<file path="src/rtl/pong_pkg.sv">
// pong_pkg: shared widths, winner codes and FSM state encoding for the goal tracker
package pong_pkg;
    localparam int X_W = 10;
    localparam int Y_W = 9;
    localparam logic [2:0] WIN_NONE    = 3'd0;
    localparam logic [2:0] WIN_P1_GAME = 3'd1;
    localparam logic [2:0] WIN_P2_GAME = 3'd2;
    localparam logic [2:0] WIN_P1_PT   = 3'd3;
    localparam logic [2:0] WIN_P2_PT   = 3'd4;
    typedef enum logic [1:0] {IDLE, PLAY, HOLD, OVER} state_t;
endpackage

</file>
<file path="src/rtl/pong_goal_tracker_if.sv">
// pong_goal_tracker_if: frame/ball/segment inputs and score/winner outputs of the goal tracker
//   slave  (tracker): screenEnd, game_start, ball_x/y, seg bounds in; frame_tick, lat, scores, winner, ball_reset, busy out
//   master (game side): the mirror image
interface pong_goal_tracker_if #(
    parameter int X_W     = pong_pkg::X_W,
    parameter int Y_W     = pong_pkg::Y_W,
    parameter int SCORE_W = 4
);
    logic               screenEnd;
    logic               game_start;
    logic [X_W-1:0]     ball_x;
    logic [Y_W-1:0]     ball_y;
    logic [Y_W-1:0]     segLeft_topBound;
    logic [Y_W-1:0]     segLeft_bottomBound;
    logic [Y_W-1:0]     segRight_topBound;
    logic [Y_W-1:0]     segRight_bottomBound;
    logic               frame_tick;
    logic [X_W-1:0]     ball_x_lat;
    logic [Y_W-1:0]     ball_y_lat;
    logic [SCORE_W-1:0] p1_score;
    logic [SCORE_W-1:0] p2_score;
    logic [2:0]         winner;
    logic               ball_reset;
    logic               busy;
    modport slave (
        input  screenEnd, game_start, ball_x, ball_y,
               segLeft_topBound, segLeft_bottomBound, segRight_topBound, segRight_bottomBound,
        output frame_tick, ball_x_lat, ball_y_lat, p1_score, p2_score, winner, ball_reset, busy
    );
    modport master (
        output screenEnd, game_start, ball_x, ball_y,
               segLeft_topBound, segLeft_bottomBound, segRight_topBound, segRight_bottomBound,
        input  frame_tick, ball_x_lat, ball_y_lat, p1_score, p2_score, winner, ball_reset, busy
    );
endinterface

</file>
<file path="src/rtl/pong_goal_tracker_screen_end_edge.sv">
// screen_end_edge: rising-edge detector on the screenEnd level
//   clock, reset : clock and synchronous active-high reset
//   screenEnd    : frame strobe level
//   rise         : combinational edge seen at the coming clock edge (used to latch the ball)
//   tick         : registered one-cycle frame pulse
module screen_end_edge (
    input  logic clock,
    input  logic reset,
    input  logic screenEnd,
    output logic rise,
    output logic tick
);
    logic se_q;
    logic tick_q;
    assign rise = screenEnd & ~se_q;
    assign tick = tick_q;
    always_ff @(posedge clock) begin
        if (reset) begin
            se_q   <= 1'b0;
            tick_q <= 1'b0;
        end else begin
            se_q   <= screenEnd;
            tick_q <= rise;
        end
    end
endmodule

</file>
<file path="src/rtl/pong_goal_tracker.sv">
// pong_goal_tracker: per-frame ball sampling, goal detection, scoring and point/game-over sequencing
//   clock, reset : clock and synchronous active-high reset
//   bus (slave)  : screenEnd/game_start/ball/segment inputs; frame_tick, latched ball, scores,
//                  winner code, ball_reset pulse and busy outputs
//   Macro PONG_SEG_CHECK_EN: when defined, a goal also needs the latched y inside the goal segment.
module pong_goal_tracker #(
    parameter int X_W          = pong_pkg::X_W,
    parameter int Y_W          = pong_pkg::Y_W,
    parameter int SCORE_W      = 4,
    parameter int WIN_SCORE    = 7,
    parameter int HOLD_FRAMES  = 60,
    parameter int LEFT_GOAL_X  = 4,
    parameter int RIGHT_GOAL_X = 628
) (
    input logic          clock,
    input logic          reset,
    pong_goal_tracker_if.slave bus
);
    import pong_pkg::*;
    localparam int HC_W = $clog2(HOLD_FRAMES + 1);
    if (WIN_SCORE < 1 || WIN_SCORE >= (1 << SCORE_W)) begin : g_bad_win
        $error("WIN_SCORE must be in 1 .. 2**SCORE_W-1");
    end
    if (HOLD_FRAMES < 1) begin : g_bad_hold
        $error("HOLD_FRAMES must be at least 1");
    end
    logic               rise;
    logic               tick;
    state_t             state_q, state_d;
    logic [X_W-1:0]     x_lat_q;
    logic [Y_W-1:0]     y_lat_q;
    logic [SCORE_W-1:0] p1_q, p1_d, p2_q, p2_d;
    logic [2:0]         win_q, win_d;
    logic               br_q, br_d;
    logic [HC_W-1:0]    hold_q, hold_d;
    logic               in_l, in_r, goal_l, goal_r;
    screen_end_edge u_edge (
        .clock     (clock),
        .reset     (reset),
        .screenEnd (bus.screenEnd),
        .rise      (rise),
        .tick      (tick)
    );
`ifdef PONG_SEG_CHECK_EN
    assign in_l = (y_lat_q >= bus.segLeft_topBound)  && (y_lat_q <= bus.segLeft_bottomBound);
    assign in_r = (y_lat_q >= bus.segRight_topBound) && (y_lat_q <= bus.segRight_bottomBound);
`else
    assign in_l = 1'b1;
    assign in_r = 1'b1;
`endif
    // left wins when both sides match (only possible with odd parameters)
    assign goal_l = (x_lat_q <= X_W'(LEFT_GOAL_X)) && in_l;
    assign goal_r = (x_lat_q >= X_W'(RIGHT_GOAL_X)) && in_r && !goal_l;
    always_comb begin
        state_d = state_q;
        p1_d    = p1_q;
        p2_d    = p2_q;
        win_d   = win_q;
        br_d    = 1'b0;
        hold_d  = hold_q;
        if (bus.game_start) begin
            state_d = PLAY;
            p1_d    = '0;
            p2_d    = '0;
            win_d   = WIN_NONE;
            br_d    = 1'b1;
            hold_d  = '0;
        end else if (state_q == PLAY && tick && (goal_l || goal_r)) begin
            p1_d    = goal_r ? p1_q + SCORE_W'(1) : p1_q;
            p2_d    = goal_l ? p2_q + SCORE_W'(1) : p2_q;
            br_d    = 1'b1;
            hold_d  = '0;
            if (p1_d == SCORE_W'(WIN_SCORE) || p2_d == SCORE_W'(WIN_SCORE)) begin
                state_d = OVER;
                win_d   = goal_l ? WIN_P2_GAME : WIN_P1_GAME;
            end else begin
                state_d = HOLD;
                win_d   = goal_l ? WIN_P2_PT : WIN_P1_PT;
            end
        end else if (state_q == HOLD && tick) begin
            state_d = (hold_q == HC_W'(HOLD_FRAMES - 1)) ? PLAY : HOLD;
            win_d   = (hold_q == HC_W'(HOLD_FRAMES - 1)) ? WIN_NONE : win_q;
            hold_d  = hold_q + HC_W'(1);
        end
    end
    always_ff @(posedge clock) begin
        if (reset) begin
            state_q <= IDLE;
            x_lat_q <= '0;
            y_lat_q <= '0;
            p1_q    <= '0;
            p2_q    <= '0;
            win_q   <= WIN_NONE;
            br_q    <= 1'b0;
            hold_q  <= '0;
        end else begin
            state_q <= state_d;
            x_lat_q <= rise ? bus.ball_x : x_lat_q;
            y_lat_q <= rise ? bus.ball_y : y_lat_q;
            p1_q    <= p1_d;
            p2_q    <= p2_d;
            win_q   <= win_d;
            br_q    <= br_d;
            hold_q  <= hold_d;
        end
    end
    assign bus.frame_tick = tick;
    assign bus.ball_x_lat = x_lat_q;
    assign bus.ball_y_lat = y_lat_q;
    assign bus.p1_score   = p1_q;
    assign bus.p2_score   = p2_q;
    assign bus.winner     = win_q;
    assign bus.ball_reset = br_q;
    assign bus.busy       = (state_q == PLAY) || (state_q == HOLD);
endmodule

</file>
<file path="src/flat_wrapper.sv">
// flat-port wrapper written by rule: the top's interface ports become plain ports
module pong_goal_tracker_flat import pong_pkg::*;
#(
    parameter int X_W          = pong_pkg::X_W,
    parameter int Y_W          = pong_pkg::Y_W,
    parameter int SCORE_W      = 4,
    parameter int WIN_SCORE    = 7,
    parameter int HOLD_FRAMES  = 60,
    parameter int LEFT_GOAL_X  = 4,
    parameter int RIGHT_GOAL_X = 628
)
  (clock, reset, bus_screenEnd, bus_game_start, bus_ball_x, bus_ball_y, bus_segLeft_topBound, bus_segLeft_bottomBound, bus_segRight_topBound, bus_segRight_bottomBound, bus_frame_tick, bus_ball_x_lat, bus_ball_y_lat, bus_p1_score, bus_p2_score, bus_winner, bus_ball_reset, bus_busy);
  pong_goal_tracker_if #(.X_W(X_W), .Y_W(Y_W), .SCORE_W(SCORE_W)) bus_i ();
  input logic clock;
  input logic reset;
  input wire logic [$bits(bus_i.screenEnd)-1:0] bus_screenEnd;
  input wire logic [$bits(bus_i.game_start)-1:0] bus_game_start;
  input wire logic [$bits(bus_i.ball_x)-1:0] bus_ball_x;
  input wire logic [$bits(bus_i.ball_y)-1:0] bus_ball_y;
  input wire logic [$bits(bus_i.segLeft_topBound)-1:0] bus_segLeft_topBound;
  input wire logic [$bits(bus_i.segLeft_bottomBound)-1:0] bus_segLeft_bottomBound;
  input wire logic [$bits(bus_i.segRight_topBound)-1:0] bus_segRight_topBound;
  input wire logic [$bits(bus_i.segRight_bottomBound)-1:0] bus_segRight_bottomBound;
  output wire logic [$bits(bus_i.frame_tick)-1:0] bus_frame_tick;
  output wire logic [$bits(bus_i.ball_x_lat)-1:0] bus_ball_x_lat;
  output wire logic [$bits(bus_i.ball_y_lat)-1:0] bus_ball_y_lat;
  output wire logic [$bits(bus_i.p1_score)-1:0] bus_p1_score;
  output wire logic [$bits(bus_i.p2_score)-1:0] bus_p2_score;
  output wire logic [$bits(bus_i.winner)-1:0] bus_winner;
  output wire logic [$bits(bus_i.ball_reset)-1:0] bus_ball_reset;
  output wire logic [$bits(bus_i.busy)-1:0] bus_busy;
  assign bus_i.screenEnd = bus_screenEnd;
  assign bus_i.game_start = bus_game_start;
  assign bus_i.ball_x = bus_ball_x;
  assign bus_i.ball_y = bus_ball_y;
  assign bus_i.segLeft_topBound = bus_segLeft_topBound;
  assign bus_i.segLeft_bottomBound = bus_segLeft_bottomBound;
  assign bus_i.segRight_topBound = bus_segRight_topBound;
  assign bus_i.segRight_bottomBound = bus_segRight_bottomBound;
  assign bus_frame_tick = bus_i.frame_tick;
  assign bus_ball_x_lat = bus_i.ball_x_lat;
  assign bus_ball_y_lat = bus_i.ball_y_lat;
  assign bus_p1_score = bus_i.p1_score;
  assign bus_p2_score = bus_i.p2_score;
  assign bus_winner = bus_i.winner;
  assign bus_ball_reset = bus_i.ball_reset;
  assign bus_busy = bus_i.busy;
  pong_goal_tracker #(.X_W(X_W), .Y_W(Y_W), .SCORE_W(SCORE_W), .WIN_SCORE(WIN_SCORE), .HOLD_FRAMES(HOLD_FRAMES), .LEFT_GOAL_X(LEFT_GOAL_X), .RIGHT_GOAL_X(RIGHT_GOAL_X)) u_core (.clock(clock), .reset(reset), .bus(bus_i));
endmodule
</file>
<file path="config.mk">
export PLATFORM = sky130hd
export DESIGN_NAME = pong_goal_tracker_flat
export DESIGN_NICKNAME = d
export VERILOG_FILES = /design/src/rtl/pong_pkg.sv /design/src/rtl/pong_goal_tracker_if.sv /design/src/rtl/pong_goal_tracker_screen_end_edge.sv /design/src/rtl/pong_goal_tracker.sv /design/src/flat_wrapper.sv
export SDC_FILE = /design/constraint.sdc
export NUM_CORES = 1
export LEC_CHECK = 0
export BUFFER_PORTS_ARGS = -buffer_cell sky130_fd_sc_hd__buf_2
export CAP_MARGIN = 40
export CORE_UTILIZATION = 30
export DETAILED_ROUTE_END_ITERATION = 12
export GPL_ROUTABILITY_DRIVEN = 1
export GPL_TIMING_DRIVEN = 0
export PLACE_DENSITY_LB_ADDON = 0.3
export SYNTH_ARGS = -nofsm -noshare
export SYNTH_HDL_FRONTEND = slang
export SYNTH_SLANG_ARGS = --single-unit
</file>
<file path="constraint.sdc">
create_clock -name clock -period 3.8 [get_ports clock]
set_input_delay 0.38 -clock clock [delete_from_list [all_inputs] [get_ports clock]]
set_output_delay 0.38 -clock clock [all_outputs]
set_load 0.05 [all_outputs]
</file>
-- After elaboration in Yosys (flattened, before gate mapping)
Index checks and enable logic that the tools add are counted.
Widths: inputs -> output; s select.
- ROM bits: 0
- output and inout bits: 33
- bits in latches: 0
- memories kept: 0
- bits of input ports: 59
- memory bits (writable): 0
- register bits after elaboration: 41
- word-level logic and storage cells: 52
- add/subtract/negate cells: 3
- multiplexer cells: 15
- bitwise logic cells: 2
- eq/ne operators: 5
- $lt $le $gt $ge: 2
- div/mod/pow operators: 0
- multipliers: 0
- shifts and indexed selects: 0
- reduce and logical (&&, ||, !) cells: 14
- operators by type and width (operator ; count):
    $mux 3 ; 5
    $ge 10x10->1 const B ; 1
    $le 10x3->1 const B ; 1
    $add 4x1->4 const B ; 2
    $eq 4x3->1 const B ; 2
    $mux 2 ; 4
    $mux 4 ; 2
    $add 6x1->6 const B ; 1
    $eq 6x6->1 const B ; 1
    $logic_and 1x1->1 ; 4
    $mux 1 ; 4
    $reduce_bool 2->1 ; 2
    $logic_or 1x1->1 ; 3
    $reduce_bool 3->1 ; 1
    $reduce_or 3->1 ; 1
    $eq 2x1->1 const B ; 1
    $eq 2x2->1 const B ; 1
    $reduce_and 2->1 ; 1
    $reduce_or 2->1 ; 1
    $and 1x1->1 ; 1
    $logic_not 1->1 ; 1
    $not 1->1 ; 1

-- Longest topological paths before layout
- depth after elaboration: 9
- depth in mapped cells: 8
- gate-level depth less buffers: 7

-- Hierarchy
From an unflattened synthesis, not the netlist that was laid out.
- cells, all modules: 182
- area, all modules: 1765.4 µm²
- modules (own cells, without submodules) (module ; cells each ; instances ; area an instance (µm²)):
    pong_goal_tracker ; 177 ; 1 ; 1700.4
    screen_end_edge ; 5 ; 1 ; 65.1

-- Least setup slack after synthesis
OpenSTA, ideal clock, no wires.
- path kind: reg-to-reg
- start point: reg u_core.x_lat_q[9], in the netlist u_core.bus.ball_x_lat[9]
- end point: reg u_core.win_q[1], in the netlist u_core.bus.winner[1]
- path slack: 1706 ps
- arrival time: 1966 ps
- library setup time: 128 ps
- required time: 3672 ps
- period minus slack after synthesis: 2094 ps
- cell stages (with the launch flop): 8
- cells stage by stage: dfxtp_1 > nand4_1 > o21ai_2 > nor3b_1 > nor4_2 > ha_1 > mux2i_1 > nor2_1
- cells in the longest elaborated chain, start to end: 8
- RTL lines (what ; line ; text):
    from (decl) ; pong_goal_tracker.sv:30 ; logic [X_W-1:0] x_lat_q;
    from (signal assigned) ; pong_goal_tracker.sv:98 ; x_lat_q <= rise ? bus.ball_x : x_lat_q;
    $le 10x3->1 ; pong_goal_tracker.sv:52 ; assign goal_l = (x_lat_q <= X_W'(LEFT_GOAL_X)) && in_l;
    $logic_not 1->1 ; pong_goal_tracker.sv:53 ; assign goal_r = (x_lat_q >= X_W'(RIGHT_GOAL_X)) && in_r && !goal_l;
    $logic_and 1x1->1 ; pong_goal_tracker.sv:53 ;
    $mux 4 ; pong_goal_tracker.sv:69 ; p1_d = goal_r ? p1_q + SCORE_W'(1) : p1_q;
    $eq 4x3->1 ; pong_goal_tracker.sv:73 ; if (p1_d == SCORE_W'(WIN_SCORE) || p2_d == SCORE_W'(WIN_SCORE)) begin
    $logic_or 1x1->1 ; pong_goal_tracker.sv:73 ;
    $mux 3 ; pong_goal_tracker.sv:73 ;
    $mux 3 ; pong_goal_tracker.sv:68 ; end else if (state_q == PLAY && tick && (goal_l || goal_r)) begin
    to (signal assigned) ; pong_goal_tracker.sv:102 ; win_q <= win_d;
    to (decl) ; pong_goal_tracker.sv:33 ; logic [2:0] win_q, win_d;
Several ways; a longest one is shown, not always the timed one.
A chain may end at the register's enable or synchronous reset.

-- Final worst setup path
- start point: reg u_core.x_lat_q[4], in the netlist u_core.bus.ball_x_lat[4]
- end point: reg u_core.win_q[1], in the netlist u_core.bus.winner[1]
The elaborated chain is that of the path after synthesis.

==> results.toml <==
[clock_network]
ctsHoldBuffers = 0
htree_levels = 2
clkTransAtPathRegs_ps = 80
cts.path.max_buffers = 2
cts_tree = "built"
postCtsSetupBuffers = 0
cts-root-buf = "clkbuf_8"
clk_latency_ps = 290
cts_made_buffers = 5
cts_sinks = 41
cts_resized = 0

[setup_path]
arrival_ps = 2070
cp-end-kind = "flip-flop"
reg2reg_from = "u_core.bus.ball_x_lat[4]"
crit_path_top_delay_cell = "dfxtp_1"
worst-setup-path-type = "flip-flop to flip-flop"
worstPathRequired_ps = 3960
cpPeakStageDelay_ps = 340
critPathMaxFanout = 7
crit_start = "u_core.bus.ball_x_lat[4]"
crit_chain = "nor4_1, and3_1, buf_6, nor3_1, nor4_2, ha_1, mux2i_1, nor2_1"
cp-start-kind = "flip-flop"

[min_path]
hold_start = "bus_ball_x[6]"
hold_path.class = "input pin to flip-flop"

[detailed_routing]
drt_iter0_drc = 54
remaining_drc_errors = 0
top_layer = "met4"
vias = 1578
wl_met3_microns = 273
drt-pass1-iter-count = 4
vias_per_cell = 4.655
wire_per_inst_microns = 11.01
met1_length_microns = 1793
drt_wl_total_microns = 3733
antenna_left = 0
routed-wl-met2_microns = 1627

[yosys]
netlist-cell-type-count = 35
syn_area_sq_um = 1739
synth_area_leaders = "dfxtp_1 47%, nand2_1 9.5%, a21oi_1 6.9%"
yosysTopAreaCell = "dfxtp_1"
yosysSeqAreaShare_pct = 47.19
syn_area_per_cell_sq_um = 8.484
synth_cells = 205
synth_top_area_share_pct = 47.19
async_flop_share_pct = 0
synth_edf_count = 0
yosys_warnings = 0
yosysMostFrequentCell = "nand2_1"
ys_top_cells_by_count = "44 x nand2_1, 41 x dfxtp_1, 24 x a21oi_1"
ys.flop_type = "dfxtp_1"
ys_ff_latch = 41
syn_nets = 270

[die]
dieArea_sq_um = 6106
start_util_pct = 31.39
die_x_microns = 78.14
dieHeight_microns = 78.14
core_sq_um = 5540
num_rows = 27
ios = 92

[global_route]
grt_pass1_wl_microns = 6541
antenna_found_initial = 0
grt_usage_pct = 13.48
grt_pass1_vias = 1479
grt_overflow = 0
grt_max_degree = 12

[sta]
relSlewSlack_pct = 69.51
fin_tns_setup_ps = 0
slew_viol_final = 0
grt_setup_unrepaired = "no"
fin_crit_sh_pct = 50.08
setup_viol = 0
fin_worst_skew_ps = 5.436
max_slew.worst_pin.slew_ps = 457.3
layout_min_cycle_time_ps = 1903
clock.fmax_mhz = 525.4
hold_viol_final = 0

[job]
maxCapViolCount = 0

[power]
power_density_nw_per_um2 = 396.6
total_power_uw = 868.9
ir_worst_vdd_v = 0.0001698
p_leak_uw = 0.0009968

[run_status]
status = "finished, final reports clean"

[place]
routabilityCongestion = 0.7251
port_buffers = 55
dp_hpwl_microns = 2754

[layout]
areaGrowthSynthToFinish_pct = 25.97
antenna_cells = 0
final_nets = 332
drive_gt1_share_pct = 25.84
logic make-up (layout without fill, tap and decap cells):
kind of cell	after synthesis	count (layout)	share of synthesized area (%)
and+or+nand+nor	95	95	25.83
AOI/OAI and AO/OA	34	34	11.08
muxes	4	4	2.302
adders and majority gates	6	6	4.316
DFF	41	41	47.19
xor gates and xnor gates	12	12	6.043
buffers and inverters	13	75	3.237
worst paths after layout:
path	to	cells past startpoint	slack (ps)
min	u_core.bus.ball_x_lat[6]	3	330
min reg2reg	u_core.u_edge.tick	1	450
max	u_core.bus.winner[1]	8	1900
max reg2reg	u_core.bus.winner[1]	8	1900
layer usage:
metal,global-route usage [%],vias to the layer above
met4,4.815,0
met5,0,-
li1,-,807
met1,17.56,717
met2,20.26,48
met3,5.000,6
worst max-delay path, delay by kind of cell (launching register included):
family / cells / cell delay [ps]
adder cells (fa/ha/maj): 1 / 290
flip-flops: 1 / 340
AND/OR/NAND/NOR: 5 / 890
multiplexers: 1 / 130
buffers and inverters: 1 / 140
placed cells by master, fill, tap and decap left out, types with 4 or more instances in the layout:
| cell type | netlist | final |
|---|---|---|
| a21oi_1 | 24 | 24 |
| inv_1 | 4 | 4 |
| nor2_1 | 20 | 20 |
| nand2_1 | 44 | 44 |
| o21ai_0 | 5 | 5 |
| clkbuf_1 | 7 | 8 |
| xor2_1 | 10 | 10 |
| buf_2 | 0 | 55 |
| nand3_1 | 6 | 6 |
| mux2i_1 | 4 | 4 |
| clkbuf_8 | 0 | 6 |
| dfxtp_1 | 41 | 41 |
| ha_1 | 6 | 6 |
registers in the layout, summed over array words and instances, names as in the netlist, 2 cells and up:
| name | count |
|---|---|
| u_core.hold_q | 6 |
| u_core.bus.winner | 3 |
| u_core.bus.ball_y_lat | 9 |
| u_core.bus.p2_score | 4 |
| u_core.bus.ball_x_lat | 10 |
| u_core.bus.p1_score | 4 |
| u_core.state_q | 2 |
final cells by class:
| type | count | area [sq um] |
|---|---|---|
| multi-input cells | 151 | 862.1 |
| well taps | 72 | 90.09 |
| clock buffers | 7 | 86.33 |
| repair buffers | 55 | 275.3 |
| inverters | 4 | 15.01 |
| fillers | 592 | 3349 |
| plain buffers | 9 | 41.29 |
| flip-flops and latches | 41 | 820.8 |
per-stage QoR:
stage               cells  setup WS (ps)  area, sq um  utilization [%]  hold WS (ps)
finish                339           1897         2191            39.54         326.4
global route          339           1777         2191            39.54         310.2
CTS                   339           1884         2191            39.54         313.4
detailed placement    332           1894         2105            37.99         428.5
global placement      332           1901         2105            37.99         425.8
floorplan             205           1706         1739                -         405.9
where the power goes:
group | total (uW) | internal, uW | switching (uW)
Clock | 285 | 144 | 141
Sequential | 454 | 444 | 10.2
Combinational | 130 | 38.4 | 91.6
Total | 869 | 626 | 243
Note: power is estimated with default switching activity, not from simulation.
